==> src/rtl/nco_phase_acc.sv <==
// 24-bit NCO phase accumulator: tuning-word changes land on carry-out so the
// phase stays continuous, with optional LFSR dither ahead of 12-bit truncation.
module nco_phase_acc #(
  parameter int DITHER_EN = 1
) (
  input  logic        clk,
  input  logic        rst_n,
  input  logic        en,
  input  logic [19:0] ftw_in,
  input  logic        ftw_ld,
  input  logic        ftw_upd,
  input  logic        phase_clr,
  output logic [11:0] phase_out,
  output logic        phase_vld,
  output logic        wrap,
  output logic        sweep_start
);

  localparam logic [15:0] LFSR_SEED = 16'hACE1;

  // Fibonacci step for x^16+x^14+x^13+x^11+1, shifting toward the MSB.
  function automatic logic [15:0] lfsr_step(input logic [15:0] s);
    return {s[14:0], s[15] ^ s[13] ^ s[12] ^ s[10]};
  endfunction

  logic [23:0] acc_q, acc_d;
  logic [19:0] ftw_act_q, ftw_act_d;
  logic [19:0] ftw_pend_q, ftw_pend_d;
  logic        pend_q, pend_d;
  logic [15:0] lfsr_q, lfsr_d;
  logic        ftw_upd_q;
  logic [11:0] phase_out_q, phase_out_d;
  logic        phase_vld_q;
  logic        wrap_q, wrap_d;
  logic        sweep_start_q;

  logic [24:0] sum_s;
  logic [23:0] dith_s;
  logic        add_s, carry_s, xfer_s;

  // Next-state: clear beats enable, and a pending word moves to active on carry-out or when idle.
  always_comb begin
    add_s       = en & ~phase_clr;
    sum_s       = {1'b0, acc_q} + {5'd0, ftw_act_q};
    carry_s     = add_s & sum_s[24];
    xfer_s      = pend_q & (carry_s | (ftw_act_q == 20'd0));
    dith_s      = acc_q + {12'd0, lfsr_q[11:0]};
    acc_d       = acc_q;
    ftw_act_d   = ftw_act_q;
    ftw_pend_d  = ftw_pend_q;
    pend_d      = pend_q;
    lfsr_d      = lfsr_q;
    phase_out_d = acc_q[23:12];
    wrap_d      = carry_s;

    if (phase_clr) begin
      acc_d = 24'd0;
    end else if (en) begin
      acc_d = sum_s[23:0];
    end else begin
      acc_d = acc_q;
    end

    if (xfer_s) begin
      ftw_act_d = ftw_pend_q;
    end else begin
      ftw_act_d = ftw_act_q;
    end

    if (ftw_ld) begin
      ftw_pend_d = ftw_in;
      pend_d     = 1'b1;
    end else if (xfer_s) begin
      pend_d     = 1'b0;
    end else begin
      pend_d     = pend_q;
    end

    if (en) begin
      lfsr_d = lfsr_step(lfsr_q);
    end else begin
      lfsr_d = lfsr_q;
    end

    if (DITHER_EN != 32'sd0) begin
      phase_out_d = dith_s[23:12];
    end else begin
      phase_out_d = acc_q[23:12];
    end
  end

  // State and output registers; reset discards any pending word.
  always_ff @(posedge clk or negedge rst_n) begin
    if (!rst_n) begin
      acc_q         <= 24'd0;
      ftw_act_q     <= 20'd0;
      ftw_pend_q    <= 20'd0;
      pend_q        <= 1'b0;
      lfsr_q        <= LFSR_SEED;
      ftw_upd_q     <= 1'b0;
      phase_out_q   <= 12'd0;
      phase_vld_q   <= 1'b0;
      wrap_q        <= 1'b0;
      sweep_start_q <= 1'b0;
    end else begin
      acc_q         <= acc_d;
      ftw_act_q     <= ftw_act_d;
      ftw_pend_q    <= ftw_pend_d;
      pend_q        <= pend_d;
      lfsr_q        <= lfsr_d;
      ftw_upd_q     <= ftw_upd;
      phase_out_q   <= phase_out_d;
      phase_vld_q   <= en;
      wrap_q        <= wrap_d;
      sweep_start_q <= ftw_upd & ~ftw_upd_q;
    end
  end

  assign phase_out   = phase_out_q;
  assign phase_vld   = phase_vld_q;
  assign wrap        = wrap_q;
  assign sweep_start = sweep_start_q;

endmodule

==> config.mk <==
export PLATFORM = sky130hd
export DESIGN_NAME = nco_phase_acc
export DESIGN_NICKNAME = d
export VERILOG_FILES = /design/src/rtl/nco_phase_acc.sv
export SDC_FILE = /design/constraint.sdc
export NUM_CORES = 1
export LEC_CHECK = 0
export BUFFER_PORTS_ARGS = -buffer_cell sky130_fd_sc_hd__buf_2
export CAP_MARGIN = 30
export CORE_MARGIN = 10
export CORE_UTILIZATION = 35
export DETAILED_ROUTE_END_ITERATION = 10
export SLEW_MARGIN = 0
export SYNTH_ARGS = -nofsm -noshare
export SYNTH_HDL_FRONTEND = slang
export SYNTH_SLANG_ARGS = --single-unit
==> constraint.sdc <==
create_clock -name clk -period 2.9 [get_ports clk]
set_input_delay 0.435 -clock clk [delete_from_list [all_inputs] [get_ports clk]]
set_output_delay 0.435 -clock clk [all_outputs]
set_load 0.01 [all_outputs]
Word-level counts from Yosys, hierarchy flattened. Index checks and enable logic that the tools add are counted.

Flip-flop bits (word level): 97. Word-level logic and storage cells: 29. Input bits: 26.

Reduce and logical (&&, ||, !) cells: 3. Bitwise gates (word level): 10. Multiplexer cells: 4. $add $sub $neg: 2.

Operators by type and width (number): $mux 24 (2); $add 24x20->25 (1); $add 24x12->24 (1); $logic_not 20->1 (1); $and 1x1->1 (4); $reduce_bool 2->1 (2); $xor 1x1->1 (3); $mux 1 (2); $not 1->1 (2); $or 1x1->1 (1).

Depth between registers and ports, before layout. Gate-level depths: netlist of the first run.

Word-level depth: 7. Mapped depth: 10. Depth with buffers taken out: 9.

Worst setup path before layout of the first run. No wires, ideal clock.

Kind: flip-flop to flip-flop. Start point: register acc_q[0]. End point: register ftw_act_q[10]. Setup slack: 0.194 ns. Cell stages (with the launch flop): 11. Arrival time: 2.579 ns. Data required time: 2.772 ns. Path buffers: 1. Path through: dfrtp_1 ha_1 inv_1 fa_1 nand2b_1 a21o_1 a211o_1 a211o_1 a31oi_1 buf_4 mux2_1.

Word-level cells in the longest chain between the ends: 4.

Ends and longest elaborated chain: from (decl) (RTL line 26) `logic [23:0] acc_q, acc_d;`; from (signal assigned) (RTL line 95) `acc_q <= 24'd0;`; from (signal assigned) (RTL line 106) `acc_q <= acc_d;`; $add 24x20->25 (RTL line 44) `sum_s = {1'b0, acc_q} + {5'd0, ftw_act_q};`; $and 1x1->1 (RTL line 45) `carry_s = add_s & sum_s[24];`; $or 1x1->1 (RTL line 46) `xfer_s = pend_q & (carry_s | (ftw_act_q == 20'd0));`; $and 1x1->1 (RTL line 46); to (signal assigned) (RTL line 107) `ftw_act_q <= ftw_act_d;`; to (decl) (RTL line 27) `logic [19:0] ftw_act_q, ftw_act_d;`.

Every way passes these cells. A chain may end at the register's enable or synchronous reset.

Worst setup path in the final report of the first run.
Start point: register ftw_act_q[0]. End point: register ftw_act_q[8].

Word-level cells in the longest chain between the ends: 4.

Ends and longest elaborated chain (RTL line): $add 24x20->25 (44); $and 1x1->1 (45); $or 1x1->1 (*) (46); $and 1x1->1 (*) (46).

Mark *: on every way between the ends. The rest lies on a longest branch, timed or not.

==> metrics.txt, run 1 <==
status=completed; clock sinks=97; final hold vios=0; commonest non-fill, non-tap cells in the layout=89 x dfrtp_1, 39 x mux2_2, 39 x buf_2, 33 x nor2_1, 32 x a21oi_1; most common cell after layout, fill and taps aside=dfrtp_1; Slew Limit Headroom=a little under three fifths; number of buffers inserted during clock tree synthesis=9; synthesis-to-finish area growth=19.7%; initial antenna violation count=0; post-synthesis average cell area=around 11 um^2; critical path's slowest cell=dfrtp_1; GRT overflow=0; Crit. End Element=flip-flop; first-pass GRT wire length=roughly 19000 um; main flop type after synthesis=dfrtp_1; Yosys top cell by area=dfrtp_1; area of the core=14500 um^2; Worst Max-Slew Pin Slew=~0.65 ns; CTS tree=built; register area share after synthesis=about 47%; Cells after Synth=~460; hpwl dp=about 8500 um; final std cell area, no fill=approximately 6000 um^2; fin crit share=between 90% and 100%; Post-synth EDFFs=0; # port buffers=40; RR Startpoint=ftw_act_q[0]$_DFFE_PN0P_; Setup Skew=~0.0094 ns; via density per instance=5.26; Post-layout nets=roughly 570; CTS Buffer Depth=2; layout cell share with drive strength beyond 1=between 20% and 30%; Overall Global Routing Usage=roughly an eighth; most used cell, CP=a211o_1; top cell type's share of synthesized area=between 40% and 50%; Die ar.=~20000 um^2; synth top area cells=dfrtp_1 43%, mux2_2 8.5%, ha_1 7.5%; CP startpoint kind=flip-flop; post-synth cell types=52; total wire length=~11000 um; Net Count, Synth=521; class of the worst hold path=primary input to asynchronous set/reset pin; DRT iter0 DRCs=roughly 220; Critical Path RT=roughly 3.1 ns; Post-Syn Area=5140 um^2; I/O Pins=41; first drt pass iteration count=4; final worst slack=about 0.020 ns; Initial Utilization=35.5%; worst-skew pair later-pin latency=about 0.34 ns; # diodes=0; Max Cap Viol=0; P_leak=about 2.8 nW; pre-CTS WS=between 0.007 and 0.008 ns; Post-DP Area=~5600 um^2; worst reg2reg path endpoint=ftw_act_q[8]$_DFFE_PN0P_; Die Span Y=roughly 140 um; number of nets with antenna violations after routing=0; final worst path period need=a little under 3 ns; Critical Path Fanout Max=5; Yosys warning count=0; Synth Register Bits=97; Arr. time, crit path=around 3.1 ns; Post-synth ARST share=100%; unrepaired setup endpoints after global routing=true; Tot Pwr=approximately 0.0055 W; largest net degree at the start of global routing=57; Cell Rows=44; mean routed wirelength per cell=roughly 16 um; Pwr Density=approximately 900 nW/um^2; Die W=141 um; # setup viols final=0; critical path class=flip-flop to flip-flop; clock root cell=clkbuf_16; via count=3706; H-Tree Depth=3; r2r setup slk=roughly 0.02 ns; CP peak stage delay=about 0.40 ns; Pins Over Slew Limit=0; drt drc=0; CTS clk-pin slew, worst paths=0.06 ns; GPL Wtd Cong=roughly 0.9; vias in the first global route=roughly 3700; Max IR drop VDD=between 400 and 500 uV; fmax=347 MHz; CP Cell Sequence=ha_4 > inv_2 > fa_2 > nand2b_4 > a21o_1 > a211o_1 > a211o_1 > a31oi_4 > clkbuf_16 > mux2_4; R2R cell count=10
-- worst max-delay path by stage --
stage                     cells after the start                   endpoint                      from
final                                        10   ftw_act_q[8]$_DFFE_PN0P_  ftw_act_q[0]$_DFFE_PN0P_
after global routing                         10  ftw_act_q[18]$_DFFE_PN0P_      acc_q[0]$_DFFE_PN0P_
after CTS                                    10  ftw_act_q[10]$_DFFE_PN0P_      acc_q[0]$_DFFE_PN0P_
after detailed placement                     10  ftw_act_q[10]$_DFFE_PN0P_      acc_q[0]$_DFFE_PN0P_
after global placement                       10   ftw_act_q[6]$_DFFE_PN0P_  ftw_act_q[0]$_DFFE_PN0P_
after floorplan                              10  ftw_act_q[10]$_DFFE_PN0P_      acc_q[0]$_DFFE_PN0P_
-- metrics by stage --
step / setup TNS, ns / std cells / hold WS [ns] / utilization (%)
final: 0 / 705 / 0.0533 / 42.5
after global routing: -0.438 / 705 / 0.0746 / 42.5
after CTS: 0 / 698 / 0.0605 / 41.5
after detailed placement: 0 / 681 / 0.395 / 38.8
after global placement: 0 / 680 / 0.385 / 38.6
after floorplan: 0 / 463 / 0.139 / -
-- cells by family (layout without fill, tap and decap cells) --
kind of cell / count (synthesis) / after routing / synth area share (%)
AND/OR/NAND/NOR: 114 / 114 / 11.2
flip-flops: 97 / 97 / 47.4
multiplexers: 54 / 54 / 11.7
XOR/XNOR: 22 / 22 / 3.75
buffers and inverters: 25 / 83 / 1.92
AO/OA/AOI/OAI: 119 / 119 / 16.0
adder cells (fa/ha/maj): 32 / 32 / 7.94
-- cell type report --
type | instances | area, um^2
fillers | 1367 | 8330
multi-input cells | 341 | 2680
flip-flops and latches | 97 | 2440
repair buffers | 56 | 398
clock buffers | 11 | 233
well taps | 184 | 230
clock inverters | 5 | 128
inverters | 11 | 41.3
-- timing repair --
| item | 4_1_cts | 5_1_grt |
|---|---|---|
| endpoints found under the setup margin | 3 | 21 |
| pin swaps | 0 | 3 |
| gates resized for setup | 1 | 16 |
| hold buffers | 0 | 0 |
| buffers inserted | 0 | 6 |
| cloned | 1 | 1 |
-- registers in the layout, indices dropped and copies added (netlist names), 12 cells and up --
signal	flops
acc_q	24
ftw_act_q	20
phase_out	12
lfsr_q	16
ftw_pend_q	20
-- report_power, final --
group,internal [W],switching (W)
registers,0.00178,0.000382
clock network,0.000930,0.000482
logic,0.000970,0.000986
total,0.00368,0.00185
-- critical path: cells and delay by family (launching register included) --
family                     cells  cell delay (ns)
and+or+nand+nor                1             0.16
adders and majority gates      2             0.52
AOI/OAI and AO/OA              4             1.16
buffers and inverters          2             0.25
muxes                          1             0.29
DFF                            1             0.40
-- routing by layer --
metal  part of all wire [%]  track usage (%)  vias up
met5                      0                0        -
met4                   0.95             4.08        0
met3                    4.3             2.52        4
met2                     46             16.9       58
met1                     49             16.8     1818
li1                       -                -     1826
-- synthesized netlist by cell type, drive strengths merged (9+ instances only) --
library cell and instances:
nor2 33, inv 11, o211ai 9, mux2 48
nand2 22, a21oi 32, ha 31, xnor2 15
a211oi 10, o21ai 14, dfrtp 89, a22o 13
a21o 12, nand3 10
No activity file was read; power rests on OpenSTA's default activity.
==> run 2: changes to the inputs <==
BUFFER_PORTS_ARGS = unset   (was -buffer_cell sky130_fd_sc_hd__buf_2)
DONT_BUFFER_PORTS = 1   (was unset)
==> run 2 against run 1 <==
The flow now finishes with violations (negative setup slack). Clock skew about the same. Largest power group unchanged. Critical endpoint is now ftw_act_q[6]$_DFFE_PN0P_. Count of clock-buffer cells in the layout down 1. Non-clock buffer count fell by 41.
==> metrics.txt, run 2 (synthesis results as in run 1) <==
status=finished with violations; violated checks=negative setup slack; final worst path period need=between 2 and 3 ns; R2R cell count=10; largest net degree at the start of global routing=98; clock root cell=clkbuf_16; # diodes=0; CTS clk-pin slew, worst paths=0.07 ns; Regs by FF count=acc_q x24, ftw_act_q x20, ftw_pend_q x20; Arr. time, crit path=~3.2 ns; CP Cell Sequence=ha_2 > inv_2 > fa_2 > nand2b_4 > a21o_1 > a211o_1 > a211o_1 > a31oi_4 > clkbuf_16 > mux2_1; worst-skew pair later-pin latency=roughly 0.35 ns; Worst Max-Slew Pin Slew=between 0.6 and 0.7 ns; Critical Path RT=~3.1 ns; Cell Rows=44; CP Capture Point=ftw_act_q[6]$_DFFE_PN0P_; RR Startpoint=ftw_act_q[0]$_DFFE_PN0P_; first-pass GRT wire length=18700 um; start point of the critical path=ftw_act_q[0]$_DFFE_PN0P_; P_leak=approximately 2.6 nW; Die ar.=19900 um^2; Largest Register=acc_q; area of the core=around 14000 um^2; met3 wire length=approximately 550 um; drt drc=0; CP peak stage delay=about 0.38 ns; r2r setup slk=-0.01 ns; final hold vios=0; # port buffers=0; GRT overflow=0; worst reg2reg path endpoint=ftw_act_q[6]$_DFFE_PN0P_; synthesis-to-finish area growth=13.9%; top layer in use=met4; Pins Over Slew Limit=0; mean routed wirelength per cell=about 17 um; Pwr Density=between 800 and 900 nW/um^2; Setup Skew=around 0.0095 ns; clock sinks=97; Max IR drop VDD=~430 uV; Routed met2 length=4970 um; unrepaired setup endpoints after global routing=true; fmax=about 340 MHz; Die Span Y=141 um; Die W=roughly 140 um; Slew Limit Headroom=between 50% and 60%; Initial Utilization=a little over a third; Post-layout nets=between 500 and 600; max reg flops=24; layout cell share with drive strength beyond 1=just under 20%; Max Cap Viol=0; CP startpoint kind=flip-flop; via count=between 3000 and 4000; initial antenna violation count=0; DRT iter0 DRCs=229; post-layout util=40.4%; CTS tree=built; hpwl dp=~8200 um; area occupied by multi-input gates=~2700 um^2; Crit. End Element=flip-flop; via density per instance=roughly 5.4; Critical Path Fanout Max=5; CTS Buffer Depth=2; wl on met1=~5700 um; commonest non-fill, non-tap cells in the layout=89 x dfrtp_1, 39 x mux2_2, 33 x nor2_1, 32 x a21oi_1, 30 x ha_1; class of the worst hold path=primary input to asynchronous set/reset pin; number of buffers inserted during clock tree synthesis=9; first drt pass iteration count=4; Reg area=between 2000 and 2500 um^2; fillers=1410; critical path class=flip-flop to flip-flop; I/O Pins=41; # setup viols final=2; final worst slack=-0.0134 ns; critical path's slowest cell=dfrtp_1; number of nets with antenna violations after routing=0; fin crit share=100%; setup tns final=-0.0258 ns; total wire length=roughly 11000 um; Overall Global Routing Usage=about 12%; vias in the first global route=3557; most used cell, CP=a211o_1; most common cell after layout, fill and taps aside=dfrtp_1; GPL Wtd Cong=around 0.87; H-Tree Depth=3
==> run 2: layout make-up <==
class,instances,area share [%]
sequential,97,41.7
multi-input combinational,341,45.6
clock buffer,10,4.09
inverter,11,0.706
timing repair buffer,15,3.08
clock inverter,5,0.963
tap,184,3.94
==> run 2: power by group <==
| part | internal [W] | switching (W) | total, W |
|---|---|---|---|
| logic | 0.000935 | 0.000938 | 0.00187 |
| registers | 0.00178 | 0.000399 | 0.00218 |
| clock network | 0.000685 | 0.000495 | 0.00118 |
| total | 0.00340 | 0.00183 | 0.00523 |
==> run 2: worst min-delay path by stage <==
stage / to / slack, ns
after CTS: phase_out[6]$_DFF_PN0_ / 0.03
after global routing: phase_out[4]$_DFF_PN0_ / 0.04
after floorplan: acc_q[0]$_DFFE_PN0P_ / 0.14
final: phase_out[4]$_DFF_PN0_ / 0.002
after detailed placement: phase_out[7]$_DFF_PN0_ / 0.14
after global placement: phase_out[7]$_DFF_PN0_ / 0.14
==> run 2: worst max-delay path: cells and delay by family (launching register included) <==
family	cells	cell delay, ns
simple gates	1	0.15
buf+inv	2	0.24
mux	1	0.31
compound gates	4	1.18
flops	1	0.38
fa+ha+maj	2	0.55
==> run 2: what timing repair did <==
action,CTS,global route
endpoints found under the setup margin,0,17
buffers inserted,0,7
hold buffers,1,0
hold endpoints to repair,97,0
resized for setup,0,14
==> run 2: metal layers <==
metal | vias up | track usage (%)
met5 | - | 0
met4 | 0 | 5.60
met3 | 18 | 2.92
met2 | 68 | 16.4
met1 | 1766 | 16.0
li1 | 1749 | -
==> run 2: metrics by stage <==
step	power, W	hold slack, ns	setup slack, ns	std cells	instance area (um^2)
2_1_floorplan	0.00350	0.139	0.194	463	5140
3_3_place_gp	0.00388	0.143	0.115	638	5370
3_5_place_dp	0.00394	0.143	0.0279	638	5370
4_1_cts	0.00519	0.0253	0.0186	654	5690
5_1_grt	0.00561	0.0436	-0.0974	663	5850
6_report	0.00523	0.00221	-0.0134	663	5850
==> run 3: changes to the inputs <==
ABC_AREA = 1   (was unset)
==> run 3 against run 2 <==
Sequential cell count unchanged. Setup slack gained 0.52 ns. Fmax increased by 22%. Clock power barely moved. Global-route usage increased by 0.99 points. Core utilization fell by 1.7 points. Combinational power shrank 28%. The run ends with negative hold slack left. Die area up 7.3%. Final area grew 4.4%. Sequential share of layout area decreased by 1.8 points. Total power is 12% lower.
==> metrics.txt, run 3 <==
Yosys warning count=0; Die Span Y=around 150 um; drt drc=0; status=finished with violations; register area share after synthesis=between 40 and 50%; P_leak=3.06 nW; final hold slack=-0.0174 ns; Die W=146 um; Initial Utilization=a little over a third; Compound-Gate Fraction of Synth Area=9.72%; number of nets with antenna violations after routing=0; # setup viols final=0; worst-skew pair later-pin latency=0.34 ns; DRT iter0 DRCs=approximately 240; GPL Wtd Cong=between 0.9 and 1; top cell type's share of synthesized area=between 30% and 40%; unrepaired setup endpoints after global routing=false; Cell Rows=46; via density per instance=approximately 4.8; fillers=1681; synthesis-to-finish area growth=9.54%; Post-layout nets=just under 800; # diodes=0; sequential power share=44.2%; mean routed wirelength per cell=13.7 um; clock root cell=clkbuf_16; Post-Synth Simple-Gate Area=between 30% and 40%; top cells by count, synth=279 x nand2_1, 89 x dfrtp_1, 52 x inv_1, 52 x nor2_1, 44 x nand3_1; class of the worst hold path=primary input to asynchronous set/reset pin; dominant cell by count in the synthesized netlist=nand2_1; wl on met1=6750 um; number of buffers inserted during clock tree synthesis=9; Setup Skew=0.00583 ns; Synth Register Bits=97; mux cell area share after synthesis=0%; Regs by FF count=acc_q x24, ftw_act_q x20, ftw_pend_q x20; main combinational cell family by area after synthesis=simple AND/OR/NAND/NOR gates; initial antenna violation count=0; vias in the first global route=about 4600; Clk network pwr share=26.4%; Worst Max-Slew Pin Slew=0.686 ns; Sw Share=a little under two fifths; post-synth cell types=40; Post-synth ARST share=100%; final worst path period need=about 2.4 ns; CP startpoint kind=flip-flop; top layer in use=met4; commonest non-fill, non-tap cells in the layout=279 x nand2_1, 89 x dfrtp_1, 52 x inv_1, 52 x nor2_1, 44 x nand3_1; Die ar.=~21000 um^2; total wire length=around 13000 um; Post-synth EDFFs=0; Routed met2 length=~5400 um; first drt pass iteration count=5; setup tns final=0 ns; max reg flops=24; violated checks=negative hold slack; Max IR drop VDD=between 300 and 400 uV; Yosys top cell by area=dfrtp_1; Comb pwr share=29.4%; fmax=roughly 420 MHz; final hold vios=18; Overall Global Routing Usage=approximately 13%; met3 wire length=669 um; Max Cap Viol=0; P_sw=0.00170 W; layout cell share with drive strength beyond 1=~6.6%; post-synthesis average cell area=around 7.6 um^2; main flop type after synthesis=dfrtp_1; Pins Over Slew Limit=0; via count=4596; CTS Buffer Depth=2; CTS clk-pin slew, worst paths=0.07 ns; # port buffers=0; XOR/XNOR share of the synthesized area=under 10%; hpwl dp=around 10000 um; Net Count, Synth=approximately 790; H-Tree Depth=3; fin crit share=~82%; Post-CTS Setup Inserts=0; Gates resized, CTS repair=0; Post-DP Area=5770 um^2; Pint=~0.0029 W; first-pass GRT wire length=22600 um; Largest Register=acc_q; clock sinks=97; Slew Limit Headroom=between 50 and 60%; Arr. time, crit path=approximately 2.6 ns; Crit. End Element=flip-flop; CTS tree=built; # hold bufs at CTS=1; Pwr Density=approximately 750 nW/um^2; GRT overflow=0; largest net degree at the start of global routing=98; Critical Path RT=roughly 3.1 ns; adder-cell share of the synthesized area=under 10%; I/O Pins=41; Critical Path Fanout Max=21; critical path class=flip-flop to flip-flop; synth top area cells=dfrtp_1 40%, nand2_1 19%, ha_1 7.0%; area of the core=between 15000 and 20000 um^2; Post-Syn Area=between 5000 and 6000 um^2; Cells after Synth=between 700 and 800; most common cell after layout, fill and taps aside=nand2_1; final std cell area, no fill=around 6100 um^2
[run 3: changes by cell type after synthesis, sizes merged, moves of 12 or more]
cell / before / now
nand3: 10 / 46
inv: 11 / 56
nand2: 22 / 286
a22o: 13 / 1
mux2: 48 / 0
nor2: 33 / 57
a21o: 12 / 0
a21oi: 32 / 44
o21ai: 14 / 41
[run 3: layout make-up]
cell class	instances	area [um^2]	share of cell area (%)
multi-input cells	563	2830	46.3
flip-flops and latches	97	2440	39.9
well taps	216	270	4.42
clock buffers	12	256	4.20
inverters	56	210	3.44
repair buffers	5	57.6	0.942
clock inverters	4	51.3	0.840
[run 3: worst paths after layout]
path | startpoint | end | slack (ns) | depth (start not counted)
min in group clk | ftw_upd | ftw_upd_q$_DFF_PN0_ | 0.12 | 0
hold / removal | rst_n | ftw_upd_q$_DFF_PN0_ | -0.02 | 1
setup / recovery | acc_q[0]$_DFFE_PN0P_ | ftw_act_q[15]$_DFFE_PN0P_ | 0.51 | 15
hold reg to reg | ftw_upd_q$_DFF_PN0_ | sweep_start$_DFF_PN0_ | 0.39 | 1
max in group asynchronous | rst_n | lfsr_q[11]$_DFFE_PN1P_ | 2.47 | 1
setup reg to reg | acc_q[0]$_DFFE_PN0P_ | ftw_act_q[15]$_DFFE_PN0P_ | 0.51 | 15
[run 3: per-stage QoR]
step	power [W]	util (%)	cells	worst slack, ns	hold WS, ns
floorplan	0.00299	-	735	0.900	0.139
global placement	0.00336	36.6	936	0.588	0.143
detailed placement	0.00337	36.6	936	0.503	0.143
CTS	0.00463	38.7	953	0.488	0.0310
global route	0.00496	38.7	953	0.207	0.0238
finish	0.00459	38.7	953	0.509	-0.0174
[run 3: per-layer routing]
layer	up-vias	global-route usage [%]
met4	0	3.10
li1	2386	-
met3	16	2.72
met2	112	18.8
met1	2082	17.9
met5	-	0
[run 3: critical path, stage by stage, from the launching register on]
cell	delay, ns
dfrtp_1	0.41
ha_1	0.20
inv_1	0.06
fa_1	0.35
inv_1	0.08
nand2_1	0.06
nand2_1	0.06
nand2_1	0.13
nor2_4	0.12
nand3_2	0.07
nand3_2	0.11
nand2_4	0.07
nand2_4	0.19
nand2_4	0.19
nand2_1	0.13
nand2_1	0.05
[run 3: power by group through the flow]
stage	combinational [W]	clock, W	sequential, W
global placement	0.00130	0	0.00205
floorplan	0.00108	0	0.00191
finish	0.00135	0.00121	0.00203
global route	0.00157	0.00130	0.00208
detailed placement	0.00131	0	0.00205
CTS	0.00135	0.00125	0.00203
[run 3: logic make-up after synthesis]
family | count (synthesis)
AO/OA/AOI/OAI | 100
XOR/XNOR | 10
adder cells (fa/ha/maj) | 32
buffers and inverters | 75
flip-flops | 97
AND/OR/NAND/NOR | 421
